==> src/rtl/pwm_seq_pkg.sv <==
`default_nettype none
// ============================================================================
//  Module   : pwm_seq_pkg
//  Purpose  : Shared types and default widths for the PWM step sequencer:
//             FSM state encoding and the layout of one table entry.
//  Revision : 1.0  initial release
// ============================================================================
package pwm_seq_pkg;

  // Default duty/limit width (must match the driven PWM) and repeat width.
  localparam int unsigned c_DEF_DW = 16;
  localparam int unsigned c_DEF_RW = 8;

  // Sequencer control states.
  typedef enum logic [1:0] {
    IDLE = 2'd0,
    LOAD = 2'd1,
    RUN  = 2'd2
  } state_t;

  // One table entry at the default widths.
  typedef struct packed {
    logic [c_DEF_DW-1:0] duty;
    logic [c_DEF_DW-1:0] limit;
    logic [c_DEF_RW-1:0] reps;
  } step_t;

endpackage
`default_nettype wire

==> src/rtl/pwm_seq_table.sv <==
`default_nettype none
// ============================================================================
//  Module   : pwm_seq_table
//  Purpose  : NUM_STEPS-deep step table (duty, limit, repeat count) with one
//             synchronous write port and one combinational read port.
//             Contents are deliberately not reset.
//  Revision : 1.0  initial release
// ============================================================================
module pwm_seq_table #(
  parameter int  NUM_STEPS = 8,
  parameter int  DW        = 16,
  parameter int  RW        = 8,
  localparam int AW        = $clog2(NUM_STEPS)
) (
  input  logic          clk,
  input  logic          i_we,
  input  logic [AW-1:0] i_waddr,
  input  logic [DW-1:0] i_wduty,
  input  logic [DW-1:0] i_wlimit,
  input  logic [RW-1:0] i_wreps,
  input  logic [AW-1:0] i_raddr,
  output logic [DW-1:0] o_rduty,
  output logic [DW-1:0] o_rlimit,
  output logic [RW-1:0] o_rreps
);

  logic [DW-1:0] r_duty  [NUM_STEPS];
  logic [DW-1:0] r_limit [NUM_STEPS];
  logic [RW-1:0] r_reps  [NUM_STEPS];

  // Write port: storage only, so no reset is applied to the entries.
  always_ff @(posedge clk) begin
    if (i_we) begin
      r_duty[i_waddr]  <= i_wduty;
      r_limit[i_waddr] <= i_wlimit;
      r_reps[i_waddr]  <= i_wreps;
    end
  end

  assign o_rduty  = r_duty[i_raddr];
  assign o_rlimit = r_limit[i_raddr];
  assign o_rreps  = r_reps[i_raddr];

endmodule
`default_nettype wire

==> src/rtl/pwm_sequencer.sv <==
`default_nettype none
// ============================================================================
//  Module   : pwm_sequencer
//  Purpose  : Steps one PWM generator through a programmable table of
//             {duty, limit, repeat} steps. Settings change only on period
//             boundaries; the PWM counter is held at 0 (o_pwm_sync) outside
//             RUN so every step starts on a clean period.
//  Options  : PWM_SEQ_IRQ_EN - adds sticky o_irq (set on done or on a stop
//             that aborts an active sequence) and its clear input i_irq_clr.
//  Revision : 1.0  initial release
// ============================================================================
module pwm_sequencer
  import pwm_seq_pkg::*;
#(
  parameter int  NUM_STEPS = 8,
  parameter int  DW        = c_DEF_DW,
  parameter int  RW        = c_DEF_RW,
  localparam int AW        = $clog2(NUM_STEPS),
  localparam int LW        = AW + 1
) (
  input  logic          clk,
  input  logic          rst,
  input  logic          i_cfg_we,
  input  logic [AW-1:0] i_cfg_addr,
  input  logic [DW-1:0] i_cfg_duty,
  input  logic [DW-1:0] i_cfg_limit,
  input  logic [RW-1:0] i_cfg_reps,
  input  logic [LW-1:0] i_seq_len,
  input  logic          i_loop_en,
  input  logic          i_start,
  input  logic          i_stop,
`ifdef PWM_SEQ_IRQ_EN
  input  logic          i_irq_clr,
  output logic          o_irq,
`endif
  output logic          o_busy,
  output logic          o_done,
  output logic [AW-1:0] o_step_idx,
  output logic [DW-1:0] o_pwm_duty,
  output logic [DW-1:0] o_pwm_limit,
  output logic          o_pwm_sync
);

  state_t        r_state;
  state_t        w_state_nxt;

  logic [AW-1:0] r_step,  w_step_nxt;
  logic [LW-1:0] r_len,   w_len_nxt;
  logic          r_loop,  w_loop_nxt;
  logic [DW-1:0] r_duty,  w_duty_nxt;
  logic [DW-1:0] r_limit, w_limit_nxt;
  logic [RW-1:0] r_reps,  w_reps_nxt;
  logic [DW-1:0] r_pc,    w_pc_nxt;
  logic [RW-1:0] r_rc,    w_rc_nxt;
  logic          r_done,  w_done_nxt;

  logic          w_step_end;
  logic          w_last;
  logic [LW-1:0] w_len_start;
  logic [DW-1:0] w_rd_duty;
  logic [DW-1:0] w_rd_limit;
  logic [RW-1:0] w_rd_reps;

  pwm_seq_table #(
    .NUM_STEPS (NUM_STEPS),
    .DW        (DW),
    .RW        (RW)
  ) u_table (
    .clk      (clk),
    .i_we     (i_cfg_we),
    .i_waddr  (i_cfg_addr),
    .i_wduty  (i_cfg_duty),
    .i_wlimit (i_cfg_limit),
    .i_wreps  (i_cfg_reps),
    .i_raddr  (r_step),
    .o_rduty  (w_rd_duty),
    .o_rlimit (w_rd_limit),
    .o_rreps  (w_rd_reps)
  );

  // Sequence length captured at start: 0 runs one step, oversize clamps to table depth.
  always_comb begin
    w_len_start = i_seq_len;
    if (i_seq_len == '0) begin
      w_len_start = LW'(1);
    end else if (i_seq_len > LW'(NUM_STEPS)) begin
      w_len_start = LW'(NUM_STEPS);
    end
  end

  assign w_last = ({1'b0, r_step} == (r_len - LW'(1)));

  // Next-state and datapath decode; stop overrides everything and freezes step/limit.
  always_comb begin
    w_state_nxt = r_state;
    w_step_nxt  = r_step;
    w_len_nxt   = r_len;
    w_loop_nxt  = r_loop;
    w_duty_nxt  = r_duty;
    w_limit_nxt = r_limit;
    w_reps_nxt  = r_reps;
    w_pc_nxt    = r_pc;
    w_rc_nxt    = r_rc;
    w_done_nxt  = 1'b0;
    w_step_end  = 1'b0;

    case (r_state)
      IDLE: begin
        if (i_start) begin
          w_state_nxt = LOAD;
          w_len_nxt   = w_len_start;
          w_loop_nxt  = i_loop_en;
          w_step_nxt  = '0;
        end
      end
      LOAD: begin
        if (w_rd_reps == '0) begin
          w_step_end = 1'b1;
        end else begin
          w_duty_nxt  = w_rd_duty;
          w_limit_nxt = w_rd_limit;
          w_reps_nxt  = w_rd_reps;
          w_pc_nxt    = '0;
          w_rc_nxt    = '0;
          w_state_nxt = RUN;
        end
      end
      RUN: begin
        if (r_pc == r_limit) begin
          w_pc_nxt = '0;
          w_rc_nxt = r_rc + RW'(1);
          if (r_rc == (r_reps - RW'(1))) begin
            w_step_end = 1'b1;
          end
        end else begin
          w_pc_nxt = r_pc + DW'(1);
        end
      end
      default: begin
        w_state_nxt = IDLE;
      end
    endcase

    if (w_step_end) begin
      if (!w_last) begin
        w_step_nxt  = r_step + AW'(1);
        w_state_nxt = LOAD;
      end else if (r_loop) begin
        w_step_nxt  = '0;
        w_state_nxt = LOAD;
      end else begin
        w_state_nxt = IDLE;
        w_done_nxt  = 1'b1;
        w_duty_nxt  = '0;
      end
    end

    if (i_stop) begin
      w_state_nxt = IDLE;
      w_duty_nxt  = '0;
      w_done_nxt  = 1'b0;
      w_step_nxt  = r_step;
      w_limit_nxt = r_limit;
      w_len_nxt   = r_len;
      w_loop_nxt  = r_loop;
    end
  end

  // FSM state register.
  always_ff @(posedge clk or posedge rst) begin
    if (rst) begin
      r_state <= IDLE;
    end else begin
      r_state <= w_state_nxt;
    end
  end

  // Step, counter and PWM-setting registers.
  always_ff @(posedge clk or posedge rst) begin
    if (rst) begin
      r_step  <= '0;
      r_len   <= LW'(1);
      r_loop  <= 1'b0;
      r_duty  <= '0;
      r_limit <= '0;
      r_reps  <= '0;
      r_pc    <= '0;
      r_rc    <= '0;
      r_done  <= 1'b0;
    end else begin
      r_step  <= w_step_nxt;
      r_len   <= w_len_nxt;
      r_loop  <= w_loop_nxt;
      r_duty  <= w_duty_nxt;
      r_limit <= w_limit_nxt;
      r_reps  <= w_reps_nxt;
      r_pc    <= w_pc_nxt;
      r_rc    <= w_rc_nxt;
      r_done  <= w_done_nxt;
    end
  end

`ifdef PWM_SEQ_IRQ_EN
  logic r_irq;
  logic w_irq_set;

  assign w_irq_set = w_done_nxt | (i_stop & (r_state != IDLE));

  // Sticky interrupt: a new event wins over a same-cycle clear.
  always_ff @(posedge clk or posedge rst) begin
    if (rst) begin
      r_irq <= 1'b0;
    end else if (w_irq_set) begin
      r_irq <= 1'b1;
    end else if (i_irq_clr) begin
      r_irq <= 1'b0;
    end
  end

  assign o_irq = r_irq;
`endif

  assign o_busy      = (r_state != IDLE);
  assign o_pwm_sync  = (r_state != RUN);
  assign o_done      = r_done;
  assign o_step_idx  = r_step;
  assign o_pwm_duty  = r_duty;
  assign o_pwm_limit = r_limit;

endmodule
`default_nettype wire

==> config.mk <==
export PLATFORM = sky130hd
export DESIGN_NAME = pwm_sequencer
export DESIGN_NICKNAME = d
export VERILOG_FILES = /design/src/rtl/pwm_seq_pkg.sv /design/src/rtl/pwm_seq_table.sv /design/src/rtl/pwm_sequencer.sv
export SDC_FILE = /design/constraint.sdc
export NUM_CORES = 1
export LEC_CHECK = 0
export CORE_MARGIN = 8
export CORE_UTILIZATION = 55
export DETAILED_ROUTE_END_ITERATION = 8
export PLACE_DENSITY = 0.74
export REMOVE_ABC_BUFFERS = 1
export SYNTH_ARGS = -nofsm -noshare
export SYNTH_HDL_FRONTEND = slang
export SYNTH_SLANG_ARGS = --single-unit
==> constraint.sdc <==
create_clock -name clk -period 3.7 [get_ports clk]
set_input_delay 0.74 -clock clk [delete_from_list [all_inputs] [get_ports clk]]
set_output_delay 0.74 -clock clk [all_outputs]
set_load 0.01 [all_outputs]
# ---- Yosys cells after proc, flatten, opt, wreduce, memory -nomap -nowiden
# Memory sizes are Yosys's and may differ from the RTL's. A register that Yosys moved wholly into a read port is not among the register bits.
# Cells that the tools add are included.
dict set report word_totals {
  elab_cells 78
  n_memories 3
  ramBits 320
  latch_bits 0
  inputBits 53
  ff_bits 59
  romBits 0
}
dict set report classes {
  n_reduce_logical 11
  add_sub_neg 5
  muxes 36
  order_cmp 1
  n_eq_ne 11
  shifts 0
  n_bitwise 2
  n_div 0
  multipliers 0
}
# memory words width rd rd_ports_with_merged_regs write_ports line_no
set memory_table {}
lappend memory_table {u_table.r_duty 8 16 1 0 1 pwm_seq_table.sv:27} ;# logic [DW-1:0] r_duty [NUM_STEPS];
lappend memory_table {u_table.r_limit 8 16 1 1 1 pwm_seq_table.sv:28} ;# logic [DW-1:0] r_limit [NUM_STEPS];
lappend memory_table {u_table.r_reps 8 8 1 0 1 pwm_seq_table.sv:29} ;# logic [RW-1:0] r_reps [NUM_STEPS];
# cell n
set op_table {}
lappend op_table {{2-to-1 mux 16 bit} 8}
lappend op_table {{case mux 16 bit (2 select lines)} 1}
lappend op_table {{adder 16 x 1 -> 16 bit, second input constant} 1}
lappend op_table {{== test 16 bit} 1}
lappend op_table {{2-to-1 mux 8 bit} 2}
lappend op_table {{case mux 8 bit (2 select lines)} 1}
lappend op_table {{2-to-1 mux 3 bit} 5}
lappend op_table {{AND reduction 3 bit} 4}
lappend op_table {{2-to-1 mux 1 bit} 11}
lappend op_table {{adder 8 x 1 -> 8 bit, second input constant} 1}
lappend op_table {{== test 8 bit} 1}
lappend op_table {{logical NOT 8 bit} 1}
lappend op_table {{2-to-1 mux 2 bit} 4}
lappend op_table {{2-to-1 mux 4 bit} 2}
lappend op_table {{inequality test 4 bit, second input constant} 2}
lappend op_table {{subtractor 8 x 1 -> 8 bit, second input constant} 1}
lappend op_table {{inequality test 2 bit, second input constant} 3}
lappend op_table {{case mux 2 bit (3 select lines)} 1}
lappend op_table {{== test 3 x 4 -> 1 bit} 1}
lappend op_table {{greater-than comparator 4 bit, second input constant} 1}
lappend op_table {{logical NOT 4 bit} 1}
lappend op_table {{AND reduction 2 bit} 2}
lappend op_table {{nonzero test 2 bit} 2}
lappend op_table {{subtractor 4 x 1 -> 4 bit, second input constant} 1}
lappend op_table {{7 further kinds} 8}

# ---- Logic depth before layout (Yosys ltp)
# Gate-level depths: netlist (run 1).
# An unclocked memory read counts as a cell.
dict set report depth {
  depth_word 8
  depth_mapped 11
}

# ---- Hierarchy
# From an unflattened synthesis (run 1), not the netlist that was laid out.
dict set report unflattened {
  hier_cells 887
  area_unflattened_um2 16310.6
}
# module cells_per_inst area_each_um2 n_inst
set by_module_without_submodules {}
lappend by_module_without_submodules {pwm_seq_table 475 12370.6 1}
lappend by_module_without_submodules {pwm_sequencer 412 3940.0 1}

# ---- Worst setup path before layout (run 1)
# Ideal clock, no wire load.
dict set report synth_timing {
  kind {input to register}
  start {in i_cfg_addr[1]}
  end {mem u_table.r_duty[0][0] (enable)}
  arrival_ns 3.662
  slack_ns -0.449
  stages 2
  path_buffers 0
  required_time_ns 3.213
  path_cell_list {nand2b_1 > nor3_1}
}
# item line_no
set synth_rtl {}
lappend synth_rtl {{start, declared} pwm_sequencer.sv:24} ;# input logic [AW-1:0] i_cfg_addr,
lappend synth_rtl {{end, declared} pwm_seq_table.sv:27}
# Straight into the memory's write port.

# ---- Worst setup path after layout (run 1)
dict set report layout_timing {
  start {reg r_step[0], in the netlist o_step_idx[0]}
  end {out o_step_idx[0]}
}
# item line_no
set layout_rtl {}
lappend layout_rtl {{start, declared} pwm_sequencer.sv:47} ;# logic [AW-1:0] r_step, w_step_nxt;
lappend layout_rtl {{start signal, assigned} pwm_sequencer.sv:191} ;# r_step <= w_step_nxt;
lappend layout_rtl {{end, declared} pwm_sequencer.sv:38} ;# output logic [AW-1:0] o_step_idx,
# No word-level cell between the ends.

==> metrics.log, run 1 <==
[metrics] number of synthesis warnings: 0
[metrics] crit path time final: 3310 ps
[metrics] wire length per cell after detailed routing: 22.4 µm
[metrics] Worst Setup SP: o_step_idx[0]$_DFFE_PP0N_
[metrics] buffer depth of the longest clock path: 3
[metrics] reported leakage power: 6.09 nW
[metrics] transition time at the pin with the least slew margin: 1110 ps
[metrics] core box area: 28500 µm²
[metrics] Max-slew headroom: 0.257
[metrics] violation count after the first detailed-route iteration: 639
[metrics] most used flip-flop cell after synthesis: edfxtp_1
[metrics] reg-to-reg startpoint: o_step_idx[0]$_DFFE_PP0N_
[metrics] vias post-DR: 8238
[metrics] synth top area cells: edfxtp_1 61%, dfrtp_1 12%, mux4_2 11%, mux2i_1 2.1%, xnor2_1 1.5%
[metrics] post-synthesis instance total: 885
[metrics] setup repair after global routing missed its margin: no
[metrics] starting density of the core: 0.556
[metrics] pre-CTS setup slack: 455 ps
[metrics] endpoint of the lowest-slack register-to-register path: r_pc[2]$_DFFE_PP0P_
[metrics] vias in the first global route: 8693
[metrics] area of the die: 34600 µm²
[metrics] count of state elements after synthesis: 395
[metrics] count of buffers from port buffering: 90
[metrics] fin. max-slew vios: 0
[metrics] later-pin clock latency in the skew report: 520 ps
[metrics] number of top-level pins: 91
[metrics] initial antenna violation count: 3
[metrics] Critical Setup Path Class: reg2out
[metrics] startpoint type of the worst setup path: flip-flop
[metrics] area share of the leading cell type in the synthesized netlist: 0.605
[metrics] Synth cell types: 51
[metrics] commonest non-fill, non-tap cells in the layout: 320 x edfxtp_1, 90 x clkdlybuf4s50_1, 80 x mux4_2
[metrics] sequential-to-total area share from yosys stat: 0.724
[metrics] Final WS setup: 392 ps
[metrics] number of buffers inserted to repair setup after CTS: 0
[metrics] reg-to-reg slack, setup: 470 ps
[metrics] number of hold violations in the final report: 0
[metrics] die span in x: 186 µm
[metrics] wire length of the first global-routing pass: 49600 µm
[metrics] class of the tightest hold or removal check: reg2reg
[metrics] maximum fanout along the worst path: 37
[metrics] Power Total: 0.0102 W
[metrics] number of cells on the worst reg-to-reg path: 7
[metrics] ratio of cells with drive above 1 in the final layout: 0.200
[metrics] global-route usage over all layers: 0.188
[metrics] fmax: 302 MHz
[metrics] clock transition at the registers of the reported paths: 60 ps
[metrics] placer congestion estimate: 0.809
[metrics] overall die height: 186 µm
[metrics] CTS tree: yes
[metrics] count of hold-fix buffers inserted at cts: 0
[metrics] final worst path period share: 0.894
[metrics] Maximum Capacitance Violations: 0
[metrics] ANT nets after route: 0
[metrics] library cell used as clock root buffer: clkbuf_16
[metrics] required arrival time at the worst endpoint: 2960 ps
[metrics] arrival time at the worst endpoint: 2570 ps
[metrics] number of antenna diodes: 0
[metrics] standard-cell row count: 62
[metrics] capture point of the worst path: o_step_idx[0]
[metrics] Avg Inst Size Synth: 17.9 µm²
[metrics] half-perimeter wire length of the detailed placement result: 18400 µm
[metrics] leading cell type in the layout, fill and taps excluded: edfxtp_1
[metrics] Total Routed Length: 31700 µm
[metrics] number of vias per cell after detailed routing: 5.83
[metrics] Layout Area Growth over Synthesis: 17.9%
[metrics] dominant cell type by area after synthesis: edfxtp_1
[metrics] number of CTS-inserted buffers: 40
[metrics] remaining global-route overflow: 0
[metrics] peak supply drop: 295 µV
[metrics] count of final setup violators: 0
[metrics] DRC viols: 0
[metrics] kind of end point of the critical path: primary output
[metrics] power density cells: 546 nW/µm²
[metrics] router iterations before antenna repair: 5
[metrics] Async S/R FF share, synth: 0.190
[metrics] EDFF count, synth: 320
[metrics] post-synth design cell area: 15900 µm²
[metrics] clk_skew: 13.4 ps
[metrics] number of clock sinks: 395
[metrics] number of H-tree levels: 2
[metrics] largest net degree at the start of global routing: 53
[metrics] outcome: finished, final reports clean
[metrics] Total Nets Final: 1058
[metrics] post-CTS resize count: 0
## flip-flops by register name, indices dropped and copies added (netlist names), 8 cells and up
register         flops
u_table.r_duty     128
u_table.r_limit    128
u_table.r_reps      64
o_pwm_duty          16
o_pwm_limit         16
r_pc                16
r_rc                 8
r_reps               8
## cell usage after synthesis, types with 4 or more instances
cell type and instances:
nor2_1 63, o21ai_0 19, o41ai_1 4, nand2_1 27, buf_2 11, mux4_2 80
o31ai_1 11, mux2_2 17, inv_1 17, edfxtp_1 320, dfrtp_1 74, nand2b_1 10
a21oi_1 25, ha_1 9, nand4_1 6, nor4_1 5, o21ai_1 11, buf_1 6
xnor2_1 28, nor3_1 11, mux2i_1 34, clkbuf_1 24, nand3_1 11, xor2_1 6
a211oi_1 16
## logic make-up after synthesis
kind of cell,after synthesis,share of synthesized area
AO/OA/AOI/OAI,102,0.0415
XOR/XNOR,34,0.0188
adder cells (fa/ha/maj),9,0.00709
buffers and inverters,61,0.0162
flip-flops,395,0.724
multiplexers,131,0.147
AND/OR/NAND/NOR,153,0.0459
## how the worst min path moves through the flow
stage | to | slack, ps | from | depth (start not counted)
floorplan | r_pc[15]$_DFFE_PP0P_ | 470 | r_pc[15]$_DFFE_PP0P_ | 1
global placement | r_len[0]$_DFFE_PP1P_ | 490 | r_len[0]$_DFFE_PP1P_ | 2
detailed placement | r_len[0]$_DFFE_PP1P_ | 500 | r_len[0]$_DFFE_PP1P_ | 2
CTS | r_len[0]$_DFFE_PP1P_ | 500 | r_len[0]$_DFFE_PP1P_ | 2
global route | r_len[0]$_DFFE_PP1P_ | 520 | r_len[0]$_DFFE_PP1P_ | 2
finish | r_len[0]$_DFFE_PP1P_ | 500 | r_len[0]$_DFFE_PP1P_ | 2
## metal layers
metal,share of wire,track usage
met5,0.0013,0
met4,0.014,0.0432
met3,0.054,0.0422
met2,0.49,0.307
met1,0.44,0.258
## where the power goes
group / switching [W] / internal (W) / total (W)
clock network: 0.00160 / 0.00236 / 0.00396
logic: 0.000493 / 0.000491 / 0.000985
registers: 0.000204 / 0.00508 / 0.00528
total: 0.00229 / 0.00793 / 0.0102
## worst max-delay path, stage by stage (launching register included)
cell             delay [ps]
dfrtp_4                 690
buf_4                   650
clkdlybuf4s50_1         670
## through the flow
stage                     hold slack, ps  utilization  std cells  TNS [ps]  cell area (µm²)
after floorplan                      465            -        841   -200510            15700
after global placement               492        0.610       1338         0            17400
after detailed placement             498        0.610       1338         0            17400
after CTS                            504        0.656       1412         0            18700
after global routing                 519        0.656       1412         0            18700
final                                504        0.656       1412         0            18700
## layout make-up
cell class / instances / area, µm²
sequential: 395 / 11500
fill: 1986 / 9820
clock buffer: 60 / 1190
multi-input combinational: 429 / 4200
timing repair buffer: 113 / 1170
inverter: 17 / 65.1
clock inverter: 14 / 128
tap: 384 / 480
Note: power is estimated with default switching activity, not from simulation.
==> run 2, diff against run 1 <==
- clock period: 3.7 -> 4 ns (I/O delays scaled with it)
==> run 2 against run 1 <==
  * Clock skew up 4.1 ps
  * Sequential share of layout area up 0.30 points
  * Wire length up 2.5%
==> metrics.log, run 2 (synthesis gave the netlist of run 1 again) <==
[metrics] number of buffers inserted to repair setup after CTS: 0
[metrics] buffer depth of the longest clock path: 3
[metrics] arrival time at the worst endpoint: 3820 ps
[metrics] clock transition at the registers of the reported paths: 60 ps
[metrics] cell count after placement: 1336
[metrics] fin area: 18600 µm²
[metrics] remaining global-route overflow: 0
[metrics] largest incremental delay on the critical path: 770 ps
[metrics] Critical Setup Path Class: reg2reg
[metrics] vias in the first global route: 8552
[metrics] largest net degree at the start of global routing: 61
[metrics] required arrival time at the worst endpoint: 4340 ps
[metrics] number of vias per cell after detailed routing: 5.95
[metrics] standard-cell row count: 62
[metrics] number of instances on the worst hold path: 2
[metrics] initial antenna violation count: 1
[metrics] core box area: 28500 µm²
[metrics] peak supply drop: 398 µV
[metrics] fin. max-slew vios: 0
[metrics] setup repair after global routing missed its margin: no
[metrics] outcome: finished, final reports clean
[metrics] transition time at the pin with the least slew margin: 1140 ps
[metrics] class of the tightest hold or removal check: reg2reg
[metrics] maximum fanout along the worst path: 32
[metrics] global-route usage over all layers: 0.191
[metrics] crit path time final: 3480 ps
[metrics] Fillers: 1980
[metrics] ANT nets after route: 0
[metrics] sink of the worst hold path: r_len[0]$_DFFE_PP1P_
[metrics] number of CTS-inserted buffers: 40
[metrics] placer congestion estimate: 0.806
[metrics] Layout Area Growth over Synthesis: 17.4%
[metrics] number of top-level pins: 91
[metrics] DRC viols: 0
[metrics] reg-to-reg startpoint: o_step_idx[0]$_DFFE_PP0N_
[metrics] commonest non-fill, non-tap cells in the layout: 320 x edfxtp_1, 90 x clkdlybuf4s50_1, 80 x mux4_2
[metrics] area of the die: 34600 µm²
[metrics] Hold WS: 516 ps
[metrics] count of final setup violators: 0
[metrics] Maximum Capacitance Violations: 0
[metrics] starting density of the core: 0.556
[metrics] pre-CTS setup slack: 500 ps
[metrics] kind of end point of the critical path: flip-flop
[metrics] Worst Hold Launch: r_len[0]$_DFFE_PP1P_
[metrics] ratio of cells with drive above 1 in the final layout: 0.199
[metrics] Cell Count, Final, Fillers Out: 1410
[metrics] fmax: 287 MHz
[metrics] number of hold violations in the final report: 0
[metrics] overall die height: 186 µm
[metrics] CP max-delay cell: dfrtp_4
[metrics] die span in x: 186 µm
[metrics] wire length of the first global-routing pass: 50000 µm
[metrics] largest registers in the final layout: u_table.r_duty x128, u_table.r_limit x128, u_table.r_reps x64
[metrics] library cell used as clock root buffer: clkbuf_16
[metrics] number of clock sinks: 395
[metrics] Max-slew headroom: 0.236
[metrics] half-perimeter wire length of the detailed placement result: 18800 µm
[metrics] power density cells: 509 nW/µm²
[metrics] critical path cell sequence: mux4_2 -> mux2_2 -> or4_4 -> o21a_2 -> nor2b_2 -> nor2_1 -> a21oi_1
[metrics] vias post-DR: 8387
[metrics] post-place instance area: 17300 µm²
[metrics] CTS tree: yes
[metrics] count of hold-fix buffers inserted at cts: 0
[metrics] router iterations before antenna repair: 5
[metrics] violation count after the first detailed-route iteration: 687
[metrics] Power Total: 0.00948 W
[metrics] reported leakage power: 6.06 nW
[metrics] final worst path period share: 0.871
[metrics] clk_skew: 17.5 ps
[metrics] Final WS setup: 518 ps
[metrics] count of buffers from port buffering: 90
[metrics] leading cell type in the layout, fill and taps excluded: edfxtp_1
[metrics] number of cells on the worst reg-to-reg path: 7
[metrics] Total Nets Final: 1056
[metrics] endpoint of the lowest-slack register-to-register path: o_pwm_limit[13]$_DFFE_PP0P_
[metrics] later-pin clock latency in the skew report: 530 ps
[metrics] wire length per cell after detailed routing: 23.0 µm
[metrics] reg-to-reg slack, setup: 520 ps
[metrics] startpoint type of the worst setup path: flip-flop
[metrics] number of H-tree levels: 2
[metrics] Total Routed Length: 32500 µm
[metrics] post-CTS resize count: 0
run 2: cell types whose count changed in the layout (fill, tap and decap cells not counted), sizes merged:
cell | previous run | this run
clkbuf | 60 | 52
clkinv | 9 | 14
buf | 23 | 21
bufinv | 2 | 4
diode | 0 | 1
run 2: how the worst max path moves through the flow:
stage / start / to / slack [ps] / cells after the start
floorplan: o_step_idx[0]$_DFFE_PP0N_ / r_pc[10]$_DFFE_PP0P_ / -2510 / 6
global placement: o_step_idx[0]$_DFFE_PP0N_ / o_pwm_limit[4]$_DFFE_PP0P_ / 570 / 7
detailed placement: o_step_idx[0]$_DFFE_PP0N_ / o_pwm_limit[14]$_DFFE_PP0P_ / 500 / 7
CTS: o_step_idx[0]$_DFFE_PP0N_ / o_pwm_limit[13]$_DFFE_PP0P_ / 460 / 7
global route: o_step_idx[0]$_DFFE_PP0N_ / o_pwm_limit[14]$_DFFE_PP0P_ / 300 / 7
finish: o_step_idx[0]$_DFFE_PP0N_ / o_pwm_limit[13]$_DFFE_PP0P_ / 520 / 7
run 2: where the power goes:
group / internal, W / switching [W]
Combinational: 0.000452 / 0.000464
Clock: 0.00217 / 0.00150
Sequential: 0.00470 / 0.000204
Total: 0.00732 / 0.00217
run 2: cell type report:
| class | count | area, µm² | share of cell area |
|---|---|---|---|
| timing repair buffer | 111 | 1100 | 0.0588 |
| clock inverter | 21 | 224 | 0.0120 |
| multi-input combinational | 429 | 4200 | 0.225 |
| sequential | 395 | 11500 | 0.617 |
| clock buffer | 52 | 1080 | 0.0577 |
| antenna | 1 | 2.50 | 0.000134 |
| inverter | 17 | 65.1 | 0.00349 |
| tap | 384 | 480 | 0.0258 |
run 2: per-layer routing:
layer	share of wire	up-vias	routed length [µm]	global-route usage
li1	-	3710	-	-
met1	0.44	4363	14300	0.270
met2	0.49	265	15800	0.307
met3	0.058	47	1870	0.0347
met4	0.016	2	518	0.0505
met5	0.00040	-	13	0
run 2: stage by stage:
| stage | utilization | setup TNS [ps] |
|---|---|---|
| final | 0.653 | 0 |
| after global routing | 0.653 | 0 |
| after CTS | 0.653 | 0 |
| after detailed placement | 0.607 | 0 |
| after global placement | 0.607 | 0 |
| after floorplan | - | -160110 |
run 2: critical path, delay by kind of cell, from the launching register on:
| kind | cells | cell delay [ps] |
|---|---|---|
| AOI/OAI and AO/OA | 2 | 480 |
| DFF | 1 | 770 |
| muxes | 2 | 840 |
| and+or+nand+nor | 3 | 1200 |
